--- config.mk ---
export PLATFORM = sky130hd
export DESIGN_NAME = tiny_platform_dside_tracker_flat
export DESIGN_NICKNAME = d
export VERILOG_FILES = /design/src/rtl/tiny_platform_cosim_pkg.sv /design/src/rtl/tiny_platform_dside_tracker_if.sv /design/src/rtl/tiny_platform_dside_fifo.sv /design/src/rtl/tiny_platform_dside_tracker.sv /design/src/flat_wrapper.sv
export SDC_FILE = /design/constraint.sdc
export NUM_CORES = 1
export LEC_CHECK = 0
export CAP_MARGIN = 20
export CORE_MARGIN = 5
export CORE_UTILIZATION = 42
export DETAILED_ROUTE_END_ITERATION = 8
export HOLD_SLACK_MARGIN = 0.12
export MAX_ROUTING_LAYER = met4
export PLACE_DENSITY_LB_ADDON = 0.08
export SYNTH_ARGS = -nofsm -noshare
export SYNTH_HDL_FRONTEND = slang
export SYNTH_HIERARCHICAL = 1
export SYNTH_SLANG_ARGS = --single-unit
--- constraint.sdc ---
create_clock -name clk_i -period 5.2 [get_ports clk_i]
set_input_delay 1.56 -clock clk_i [delete_from_list [all_inputs] [get_ports clk_i]]
set_output_delay 1.56 -clock clk_i [all_outputs]
set_load 0.02 [all_outputs]
--- src/rtl/tiny_platform_cosim_pkg.sv ---
// Shared types for the cosim data-side tracker: request entry and notify record.
// Latency: n/a (types and constants only).
// Backpressure: n/a.
// Contents: AddrWidth/DataWidth/BeWidth constants, dside_req_t, dside_rec_t.
package tiny_platform_cosim_pkg;

    localparam int AddrWidth = 32;
    localparam int DataWidth = 32;

    // One byte-enable bit per data byte.
    function automatic int bew(input int dw);
        return dw / 8;
    endfunction

    localparam int BeWidth = bew(DataWidth);

    // Everything captured at grant time, held until the matching response.
    typedef struct packed {
        logic                 we;
        logic [AddrWidth-1:0] addr;
        logic [BeWidth-1:0]   be;
        logic [DataWidth-1:0] wdata;
        logic                 mis1;
        logic                 mis2;
    } dside_req_t;

    // Record handed to the cosim shim once per completed access.
    typedef struct packed {
        logic                 store;
        logic [AddrWidth-1:0] addr;
        logic [DataWidth-1:0] data;
        logic [BeWidth-1:0]   be;
        logic                 err;
        logic                 mis1;
        logic                 mis2;
    } dside_rec_t;

endpackage

--- src/rtl/tiny_platform_dside_tracker_if.sv ---
// Snooped OBI-style dmem bus, one lane per channel.
// Latency: n/a (wires only).
// Backpressure: none; the tracker only observes, it never stalls the bus.
// master: drives the bus (host/bench); slave: observes it (tracker).
interface tiny_platform_dside_tracker_if #(
    parameter int NumChannels = 2
);
    import tiny_platform_cosim_pkg::*;

    logic [NumChannels-1:0]                req_i;
    logic [NumChannels-1:0]                gnt_i;
    logic [NumChannels-1:0]                we_i;
    logic [NumChannels-1:0][AddrWidth-1:0] addr_i;
    logic [NumChannels-1:0][BeWidth-1:0]   be_i;
    logic [NumChannels-1:0][DataWidth-1:0] wdata_i;
    logic [NumChannels-1:0]                misal_first_i;
    logic [NumChannels-1:0]                misal_second_i;
    logic [NumChannels-1:0]                rvalid_i;
    logic [NumChannels-1:0][DataWidth-1:0] rdata_i;
    logic [NumChannels-1:0]                err_i;

    modport master (
        output req_i, gnt_i, we_i, addr_i, be_i, wdata_i,
               misal_first_i, misal_second_i, rvalid_i, rdata_i, err_i
    );

    modport slave (
        input  req_i, gnt_i, we_i, addr_i, be_i, wdata_i,
               misal_first_i, misal_second_i, rvalid_i, rdata_i, err_i
    );

endinterface

--- src/rtl/tiny_platform_dside_fifo.sv ---
// Per-channel in-order queue of granted requests, with occupancy count and sticky error flags.
// Latency: push visible at head one cycle later; head is read combinationally for the pop.
// Backpressure: none; a push into a full queue (no same-cycle pop) is dropped and flagged.
// Ports: i_push/i_push_dat enqueue, i_pop dequeue, o_head_dat head entry, o_pop_ok pop taken,
//        o_count occupancy, o_underflow/o_overflow sticky flags cleared by i_clear_err.
module tiny_platform_dside_fifo
    import tiny_platform_cosim_pkg::*;
#(
    parameter  int Depth = 4,
    localparam int PtrW  = $clog2(Depth),
    localparam int CntW  = PtrW + 1
) (
    input  logic            clk_i,
    input  logic            rst_ni,
    input  logic            i_push,
    input  dside_req_t      i_push_dat,
    input  logic            i_pop,
    input  logic            i_clear_err,
    output dside_req_t      o_head_dat,
    output logic            o_pop_ok,
    output logic [CntW-1:0] o_count,
    output logic            o_underflow,
    output logic            o_overflow
);

    dside_req_t      r_mem [Depth];
    logic [PtrW-1:0] r_wr_ptr;
    logic [PtrW-1:0] r_rd_ptr;
    logic [CntW-1:0] r_count;
    logic            r_underflow;
    logic            r_overflow;

    logic w_empty;
    logic w_full;
    logic w_pop;
    logic w_push;

    // Occupancy comes from the count register, so equal pointers are never ambiguous.
    assign w_empty = (r_count == '0);
    assign w_full  = (r_count == CntW'(Depth));
    assign w_pop   = i_pop & ~w_empty;
    // A same-cycle pop frees the slot the push needs when full.
    assign w_push  = i_push & (~w_full | w_pop);

    // Head is read from the pre-edge array, so a pop never sees the same-cycle push.
    assign o_head_dat = r_mem[r_rd_ptr];
    assign o_pop_ok   = w_pop;
    assign o_count    = r_count;
    assign o_underflow = r_underflow;
    assign o_overflow  = r_overflow;

    always_ff @(posedge clk_i) begin
        if (w_push) begin
            r_mem[r_wr_ptr] <= i_push_dat;
        end
    end

    always_ff @(posedge clk_i or negedge rst_ni) begin
        if (!rst_ni) begin
            r_wr_ptr    <= '0;
            r_rd_ptr    <= '0;
            r_count     <= '0;
            r_underflow <= 1'b0;
            r_overflow  <= 1'b0;
        end else begin
            if (w_push) r_wr_ptr <= r_wr_ptr + 1'b1;
            if (w_pop)  r_rd_ptr <= r_rd_ptr + 1'b1;
            case ({w_push, w_pop})
                2'b10:   r_count <= r_count + 1'b1;
                2'b01:   r_count <= r_count - 1'b1;
                default: r_count <= r_count;
            endcase
            // A fresh error takes priority over a clear in the same cycle.
            if (i_pop && w_empty)              r_underflow <= 1'b1;
            else if (i_clear_err)              r_underflow <= 1'b0;
            if (i_push && w_full && !i_pop)    r_overflow  <= 1'b1;
            else if (i_clear_err)              r_overflow  <= 1'b0;
        end
    end

endmodule

--- src/rtl/tiny_platform_dside_tracker.sv ---
// Matches granted dmem requests to in-order responses on each channel and emits notify records.
// Latency: notify is registered, one cycle after the response; back-to-back responses stream.
// Backpressure: none; overflow/underflow are reported through sticky flags instead.
// Ports: clk_i/rst_ni, dmem (snooped bus, slave modport), clear_err_i; outputs ntf_valid_o,
//        ntf_o, outstanding_o, underflow_o, overflow_o (all per channel).
module tiny_platform_dside_tracker
    import tiny_platform_cosim_pkg::*;
#(
    parameter  int NumChannels    = 2,
    parameter  int MaxOutstanding = 4,
    localparam int CntW           = $clog2(MaxOutstanding) + 1
) (
    input  logic                                clk_i,
    input  logic                                rst_ni,
    tiny_platform_dside_tracker_if.slave        dmem,
    input  logic                                clear_err_i,
    output logic [NumChannels-1:0]              ntf_valid_o,
    output dside_rec_t [NumChannels-1:0]        ntf_o,
    output logic [NumChannels-1:0][CntW-1:0]    outstanding_o,
    output logic [NumChannels-1:0]              underflow_o,
    output logic [NumChannels-1:0]              overflow_o
);

    for (genvar ch = 0; ch < NumChannels; ch++) begin : g_ch
        dside_req_t w_push_dat;
        dside_req_t w_head;
        logic       w_pop_ok;
        logic       r_ntf_vld;
        dside_rec_t r_ntf;

        assign w_push_dat = '{
            we:    dmem.we_i[ch],
            addr:  dmem.addr_i[ch],
            be:    dmem.be_i[ch],
            wdata: dmem.wdata_i[ch],
            mis1:  dmem.misal_first_i[ch],
            mis2:  dmem.misal_second_i[ch]
        };

        tiny_platform_dside_fifo #(
            .Depth (MaxOutstanding)
        ) u_fifo (
            .clk_i       (clk_i),
            .rst_ni      (rst_ni),
            .i_push      (dmem.req_i[ch] & dmem.gnt_i[ch]),
            .i_push_dat  (w_push_dat),
            .i_pop       (dmem.rvalid_i[ch]),
            .i_clear_err (clear_err_i),
            .o_head_dat  (w_head),
            .o_pop_ok    (w_pop_ok),
            .o_count     (outstanding_o[ch]),
            .o_underflow (underflow_o[ch]),
            .o_overflow  (overflow_o[ch])
        );

        // Stores report the data they wrote; loads report what came back.
        always_ff @(posedge clk_i or negedge rst_ni) begin
            if (!rst_ni) begin
                r_ntf_vld <= 1'b0;
                r_ntf     <= '0;
            end else begin
                r_ntf_vld <= w_pop_ok;
                if (w_pop_ok) begin
                    r_ntf <= '{
                        store: w_head.we,
                        addr:  w_head.addr,
                        data:  w_head.we ? w_head.wdata : dmem.rdata_i[ch],
                        be:    w_head.be,
                        err:   dmem.err_i[ch],
                        mis1:  w_head.mis1,
                        mis2:  w_head.mis2
                    };
                end
            end
        end

        assign ntf_valid_o[ch] = r_ntf_vld;
        assign ntf_o[ch]       = r_ntf;
    end

endmodule

--- src/flat_wrapper.sv ---
// flat-port wrapper written by rule: the top's interface ports become plain ports
module tiny_platform_dside_tracker_flat import tiny_platform_cosim_pkg::*;
#(
    parameter  int NumChannels    = 2,
    parameter  int MaxOutstanding = 4,
    localparam int CntW           = $clog2(MaxOutstanding) + 1
)
  (clk_i, rst_ni, clear_err_i, ntf_valid_o, ntf_o, outstanding_o, underflow_o, overflow_o, dmem_req_i, dmem_gnt_i, dmem_we_i, dmem_addr_i, dmem_be_i, dmem_wdata_i, dmem_misal_first_i, dmem_misal_second_i, dmem_rvalid_i, dmem_rdata_i, dmem_err_i);
  tiny_platform_dside_tracker_if #(.NumChannels(NumChannels)) dmem_i ();
  input  logic clk_i;
  input  logic rst_ni;
  input  logic clear_err_i;
  output logic [NumChannels-1:0] ntf_valid_o;
  output dside_rec_t [NumChannels-1:0] ntf_o;
  output logic [NumChannels-1:0][CntW-1:0] outstanding_o;
  output logic [NumChannels-1:0] underflow_o;
  output logic [NumChannels-1:0] overflow_o;
  input wire logic [$bits(dmem_i.req_i)-1:0] dmem_req_i;
  input wire logic [$bits(dmem_i.gnt_i)-1:0] dmem_gnt_i;
  input wire logic [$bits(dmem_i.we_i)-1:0] dmem_we_i;
  input wire logic [$bits(dmem_i.addr_i)-1:0] dmem_addr_i;
  input wire logic [$bits(dmem_i.be_i)-1:0] dmem_be_i;
  input wire logic [$bits(dmem_i.wdata_i)-1:0] dmem_wdata_i;
  input wire logic [$bits(dmem_i.misal_first_i)-1:0] dmem_misal_first_i;
  input wire logic [$bits(dmem_i.misal_second_i)-1:0] dmem_misal_second_i;
  input wire logic [$bits(dmem_i.rvalid_i)-1:0] dmem_rvalid_i;
  input wire logic [$bits(dmem_i.rdata_i)-1:0] dmem_rdata_i;
  input wire logic [$bits(dmem_i.err_i)-1:0] dmem_err_i;
  assign dmem_i.req_i = dmem_req_i;
  assign dmem_i.gnt_i = dmem_gnt_i;
  assign dmem_i.we_i = dmem_we_i;
  assign dmem_i.addr_i = dmem_addr_i;
  assign dmem_i.be_i = dmem_be_i;
  assign dmem_i.wdata_i = dmem_wdata_i;
  assign dmem_i.misal_first_i = dmem_misal_first_i;
  assign dmem_i.misal_second_i = dmem_misal_second_i;
  assign dmem_i.rvalid_i = dmem_rvalid_i;
  assign dmem_i.rdata_i = dmem_rdata_i;
  assign dmem_i.err_i = dmem_err_i;
  tiny_platform_dside_tracker #(.NumChannels(NumChannels), .MaxOutstanding(MaxOutstanding)) u_core (.clk_i(clk_i), .rst_ni(rst_ni), .dmem(dmem_i), .clear_err_i(clear_err_i), .ntf_valid_o(ntf_valid_o), .ntf_o(ntf_o), .outstanding_o(outstanding_o), .underflow_o(underflow_o), .overflow_o(overflow_o));
endmodule
* Word-level counts from Yosys, hierarchy flattened *
Memories as Yosys holds them, arrays and structs flattened.
Cells that the tools add are included.

operators by class
  multiplexer cells = 13
  $add $sub $neg = 8
  equality and inequality tests = 6
  reductions and logical operators = 16
  bitwise gates (word level) = 12

operator list
  cell                   number
  $mux W32               2
  $pmux W3 S2            2
  $reduce_bool A2 Y1     6
  $mux W1                9
  $add A2 B1 Y2 const B  4
  $add A3 B1 Y3 const B  2
  $and A1 B1 Y1          6
  $eq A3 B3 Y1 const B   2
  $logic_and A1 B1 Y1    6
  $logic_not A3 Y1       2
  $sub A3 B1 Y3 const B  2
  $eq A2 B1 Y1 const B   2
  $eq A2 B2 Y1 const B   2
  $not A1 Y1             4
  $logic_not A1 Y1       2
  $or A1 B1 Y1           2

storage, ports and cells
  register bits after elaboration = 164
  memories kept = 2
  input bits = 217
  logic and storage cells = 83
  memory bits (writable) = 568

memory list
  memory                       depth  bits a word  read ports  clocked after memory_dff  write ports  line                            text
  u_core.g_ch[0].u_fifo.r_mem  4      71           1           0                         1            tiny_platform_dside_fifo.sv:26  dside_req_t r_mem [Depth];
  u_core.g_ch[1].u_fifo.r_mem  4      71           1           0                         1            tiny_platform_dside_fifo.sv:26

* Longest topological paths before layout *
  depth in word-level cells = 7
  mapped depth = 9
  gate-level depth less buffers = 9

* Cells and area by module *
Netlist, hierarchy kept.

by module, submodules not included
  module                       area each (µm²)  times used  cells an instance
  tiny_platform_dside_fifo     10769.1          2           416
  tiny_platform_dside_tracker  6128.4           1           454

* Worst setup path after synthesis *
Ideal clock, no wire load.

  kind = input -> register
  from = in dmem_req_i[0]
  to = mem u_core/g_ch[0].u_fifo/r_mem[0][0] (netlist bit), enable pin
  data required time = 4.763 ns
  stages on the path = 3
  path slack = 1.118 ns
  arrival = 3.646 ns
  library setup time = 0.437 ns
  path buffers = 0
  cells stage by stage = and2_1 nor2b_2 and2_1

on the way
  word-level cells in the longest chain between the ends = 4

RTL lines
  what                           line                               text
  start, declared                flat_wrapper.sv:18                 input wire logic [$bits(dmem_i.req_i)-1:0] dmem_req_i;
  $and A1 B1 Y1                  tiny_platform_dside_tracker.sv:45  .i_push (dmem.req_i[ch] & dmem.gnt_i[ch]),
  $and A1 B1 Y1                  tiny_platform_dside_fifo.sv:43     assign w_push = i_push & (~w_full | w_pop);
  $mux W1                        tiny_platform_dside_fifo.sv:53     if (w_push) begin
  $mux W1 (implied by the code)  tiny_platform_dside_fifo.sv:54     r_mem[r_wr_ptr] <= i_push_dat;
  end, declared                  tiny_platform_dside_fifo.sv:26

No other way between the ends.

* Worst setup path after layout *
  from = reg u_core.g_ch[1].u_fifo.r_count[0]
  to = out outstanding_o[3] (netlist bit)

RTL lines
  what                    line                            text
  start, declared         tiny_platform_dside_fifo.sv:29  logic [CntW-1:0] r_count;
  start signal, assigned  tiny_platform_dside_fifo.sv:69  2'b10: r_count <= r_count + 1'b1;
  start signal, assigned  tiny_platform_dside_fifo.sv:70  2'b01: r_count <= r_count - 1'b1;
  start signal, assigned  tiny_platform_dside_fifo.sv:71  default: r_count <= r_count;
  end, declared           flat_wrapper.sv:15              output logic [NumChannels-1:0][CntW-1:0] outstanding_o;

No word-level cell between the ends.

==> summary.md <==
| Metric | Value |
|---|---|
| Status | `finished, final reports clean` |
| Leak pwr | `12.0 nW` |
| Pre-antenna DRT Iters | `5` |
| Cell count after synthesis | `1,286` |
| CTS Hold Bufs | `0` |
| Synthesized flop and latch total | `732` |
| Startpoint class of the critical path | `flip-flop` |
| Yosys top cell by area | `edfxtp_1` |
| Pwr Density | `561 nW/um^2` |
| Critical Path Fanout Max | `6` |
| Largest cells by area after synthesis | `edfxtp_1, dfrtp_1, mux4_2, mux2_2, mux2i_1` |
| Seq pwr share | `0.420` |
| Full die area | `71,100 sq um` |
| TritonCTS Buffers | `77` |
| CTS Sinks | `732` |
| Vias per inst | `5.04` |
| Finished Core Util | `0.530` |
| Via count | `13,200` |
| Routed length per instance | `22.8 um` |
| Slew margin rel. | `0.256` |
| Sw Ratio | `0.296` |
| Clk slew on worst S/H paths | `0.06 ns` |
| Die H | `267 um` |
| Max_cap viols | `0` |
| Mean Syn Cell Area | `21.5 sq um` |
| Area fraction of the dominant cell type after synthesis | `0.616` |
| Post-DP HPWL | `36,400 um` |
| Worst EP required | `3.64 ns` |
| First-pass GRT wire length | `90,600 um` |
| Crit path capture type | `output port` |
| Post-layout min period | `3.34 ns` |
| WP data arrival | `1.78 ns` |
| WS Path Type | `reg -> out` |
| Most common cell after layout, fill and taps aside | `edfxtp_1` |
| Warnings from Yosys | `6` |
| Setup TNS | `0 ns` |
| Netlist cell types | `24` |
| Max VDD drop | `0.311 mV` |
| Post-synthesis cell area | `27,700 sq um` |
| Final nets | `1,921` |
| Grt total ovfl | `0` |
| Placeable Area | `65,500 sq um` |
| CP Capture Point | `outstanding_o[3]` |
| Vias in the first global route | `14,200` |
| Worst-path cell chain | `clkdlybuf4s50_1` |
| R2R setup slack | `2.75 ns` |
| CTS tree | `built` |
| Max incr delay on CP | `0.67 ns` |
| Hold Crit Class | `reg -> reg` |
| # setup viols final | `0` |
| Final Slew Violations | `0` |
| # DRC | `0` |
| Port bufs | `372` |
| Worst-skew pair later-pin latency | `0.61 ns` |
| Syn_nets | `1,515` |
| Psw | `5.77 mW` |
| RSZ-0062 raised after global routing | `no` |
| Die width | `267 um` |
| Post-synthesis sequential area ratio | `0.765` |
| Most frequent cells in the layout | `edfxtp_1, clkdlybuf4s50_1, dfrtp_1` |
| # rows | `94` |
| Crit path from | `u_core/g_ch[1].u_fifo/o_count[0]` |
| Clk pwr share | `0.276` |
| Layout cells sized above 1 | `0.213` |
| Largest net degree at the start of global routing | `108` |
| Synth-to-layout area growth | `25.4%` |
| WP buf/inv | `1` |
| Setup bufs post-CTS | `0` |
| Worst-Margin Slew | `1.12 ns` |
| Initial Util | `0.422` |
| Remaining antenna violation count after routing | `0` |
| Final wirelength | `59,900 um` |
| Max Fclk | `299 MHz` |
| CP max stage cell | `clkdlybuf4s50_1` |
| CTS H-tree lvls | `3` |
| Antenna violations before repair | `9` |
| Crit. path cell count | `1` |
| Delay-heaviest family, CP | `buffers and inverters` |
| Crit share post-route | `0.643` |
| Clock tree buffer depth | `3` |
| CTS resizes | `0` |
| Worst R2R Start | `u_core/g_ch[1].u_fifo/r_rd_ptr[0]` |
| Setup Skew | `0.0166 ns` |
| Worst r2r path cells | `3` |
| Power Internal | `13.7 mW` |
| Logic gate share of total power | `0.304` |
| Clock Root Buffer | `clkbuf_16` |
| Io pins | `373` |
| DR iter-0 viols | `723` |
| GRT Total Usage | `0.173` |
| FF-to-FF End | `u_core/ntf_o[102]` |
| Final Hold Viols | `0` |
| GP Congestion | `0.730` |
how the worst min path moves through the flow:
stage	to	cells past startpoint	from
floorplan	u_core/g_ch[0].u_fifo/r_wr_ptr[1]	1	u_core/g_ch[0].u_fifo/r_wr_ptr[1]
global placement	u_core/ntf_o[2]	1	u_core/ntf_o[2]
detailed placement	u_core/ntf_o[136]	1	u_core/ntf_o[136]
CTS	u_core/ntf_o[136]	1	u_core/ntf_o[136]
global route	u_core/ntf_o[140]	1	u_core/ntf_o[140]
finish	u_core/ntf_o[132]	1	u_core/ntf_o[132]
flip-flops by register name, summed over array words and instances (netlist names):
name / cells
u_core/g_ch.u_fifo/r_mem: 568
u_core/g_ch.u_fifo/o_count: 6
u_core/g_ch.u_fifo/o_overflow: 2
u_core/g_ch.u_fifo/r_wr_ptr: 4
u_core/g_ch.u_fifo/o_underflow: 2
u_core/g_ch.r_ntf_vld: 2
u_core/g_ch.u_fifo/r_rd_ptr: 4
u_core/ntf_o: 144
metrics by stage:
step           hold slack (ns)  power [mW]  worst slack (ns)  std cells  area, sq um
3_5_place_dp             0.495        14.4              1.35       2477        32200
4_1_cts                  0.508        19.9              1.80       2621        34700
5_1_grt                  0.523        20.5              1.75       2629        34700
6_report                 0.504        19.5              1.86       2630        34700
2_1_floorplan            0.535        12.1              1.12       1286        27700
3_3_place_gp             0.489        14.3              1.39       2477        32200
synthesized netlist by cell type:
master,count
xnor2_1,6
nand2_1,6
xor2_1,6
buf_4,2
fa_1,2
nor3_1,2
buf_6,36
nor4b_4,2
ha_1,10
mux2_2,80
nor2_1,66
mux4_2,142
mux2_4,2
dfrtp_1,164
o31a_1,2
buf_8,6
and2_1,10
edfxtp_1,568
buf_2,22
nor2b_2,2
mux2i_1,66
inv_1,16
o21ai_0,4
a21oi_1,64
logic make-up after synthesis:
group / share of synthesized area
buffers and inverters: 0.0246
adders and majority gates: 0.00597
AOI/OAI and AO/OA: 0.0129
DFF: 0.765
muxes: 0.173
xor gates and xnor gates: 0.00380
and+or+nand+nor: 0.0147
layout make-up:
| class | count | area (sq um) |
|---|---|---|
| antenna | 9 | 22.5 |
| clock buffer | 112 | 2200 |
| clock inverter | 32 | 294 |
| fill | 5172 | 30800 |
| inverter | 16 | 60.1 |
| multi-input combinational | 472 | 5850 |
| sequential | 732 | 21200 |
| tap | 864 | 1080 |
| timing repair buffer | 393 | 4010 |
metal layers:
metal  vias up  GRT usage  share of wire
met5         -          -              0
met3        99     0.0409          0.052
met1      6905      0.224           0.42
met4         0     0.0479          0.023
met2       290      0.278           0.51
li1       5952          -              -
power by group through the flow:
stage | Combinational (mW) | Sequential (mW) | Clock, mW
2_1_floorplan | 3.34 | 8.73 | 0
3_3_place_gp | 6.01 | 8.29 | 0
3_5_place_dp | 6.07 | 8.32 | 0
4_1_cts | 6.07 | 8.22 | 5.56
5_1_grt | 6.34 | 8.33 | 5.81
6_report | 5.92 | 8.18 | 5.37
No activity file was read; power rests on OpenSTA's default activity.
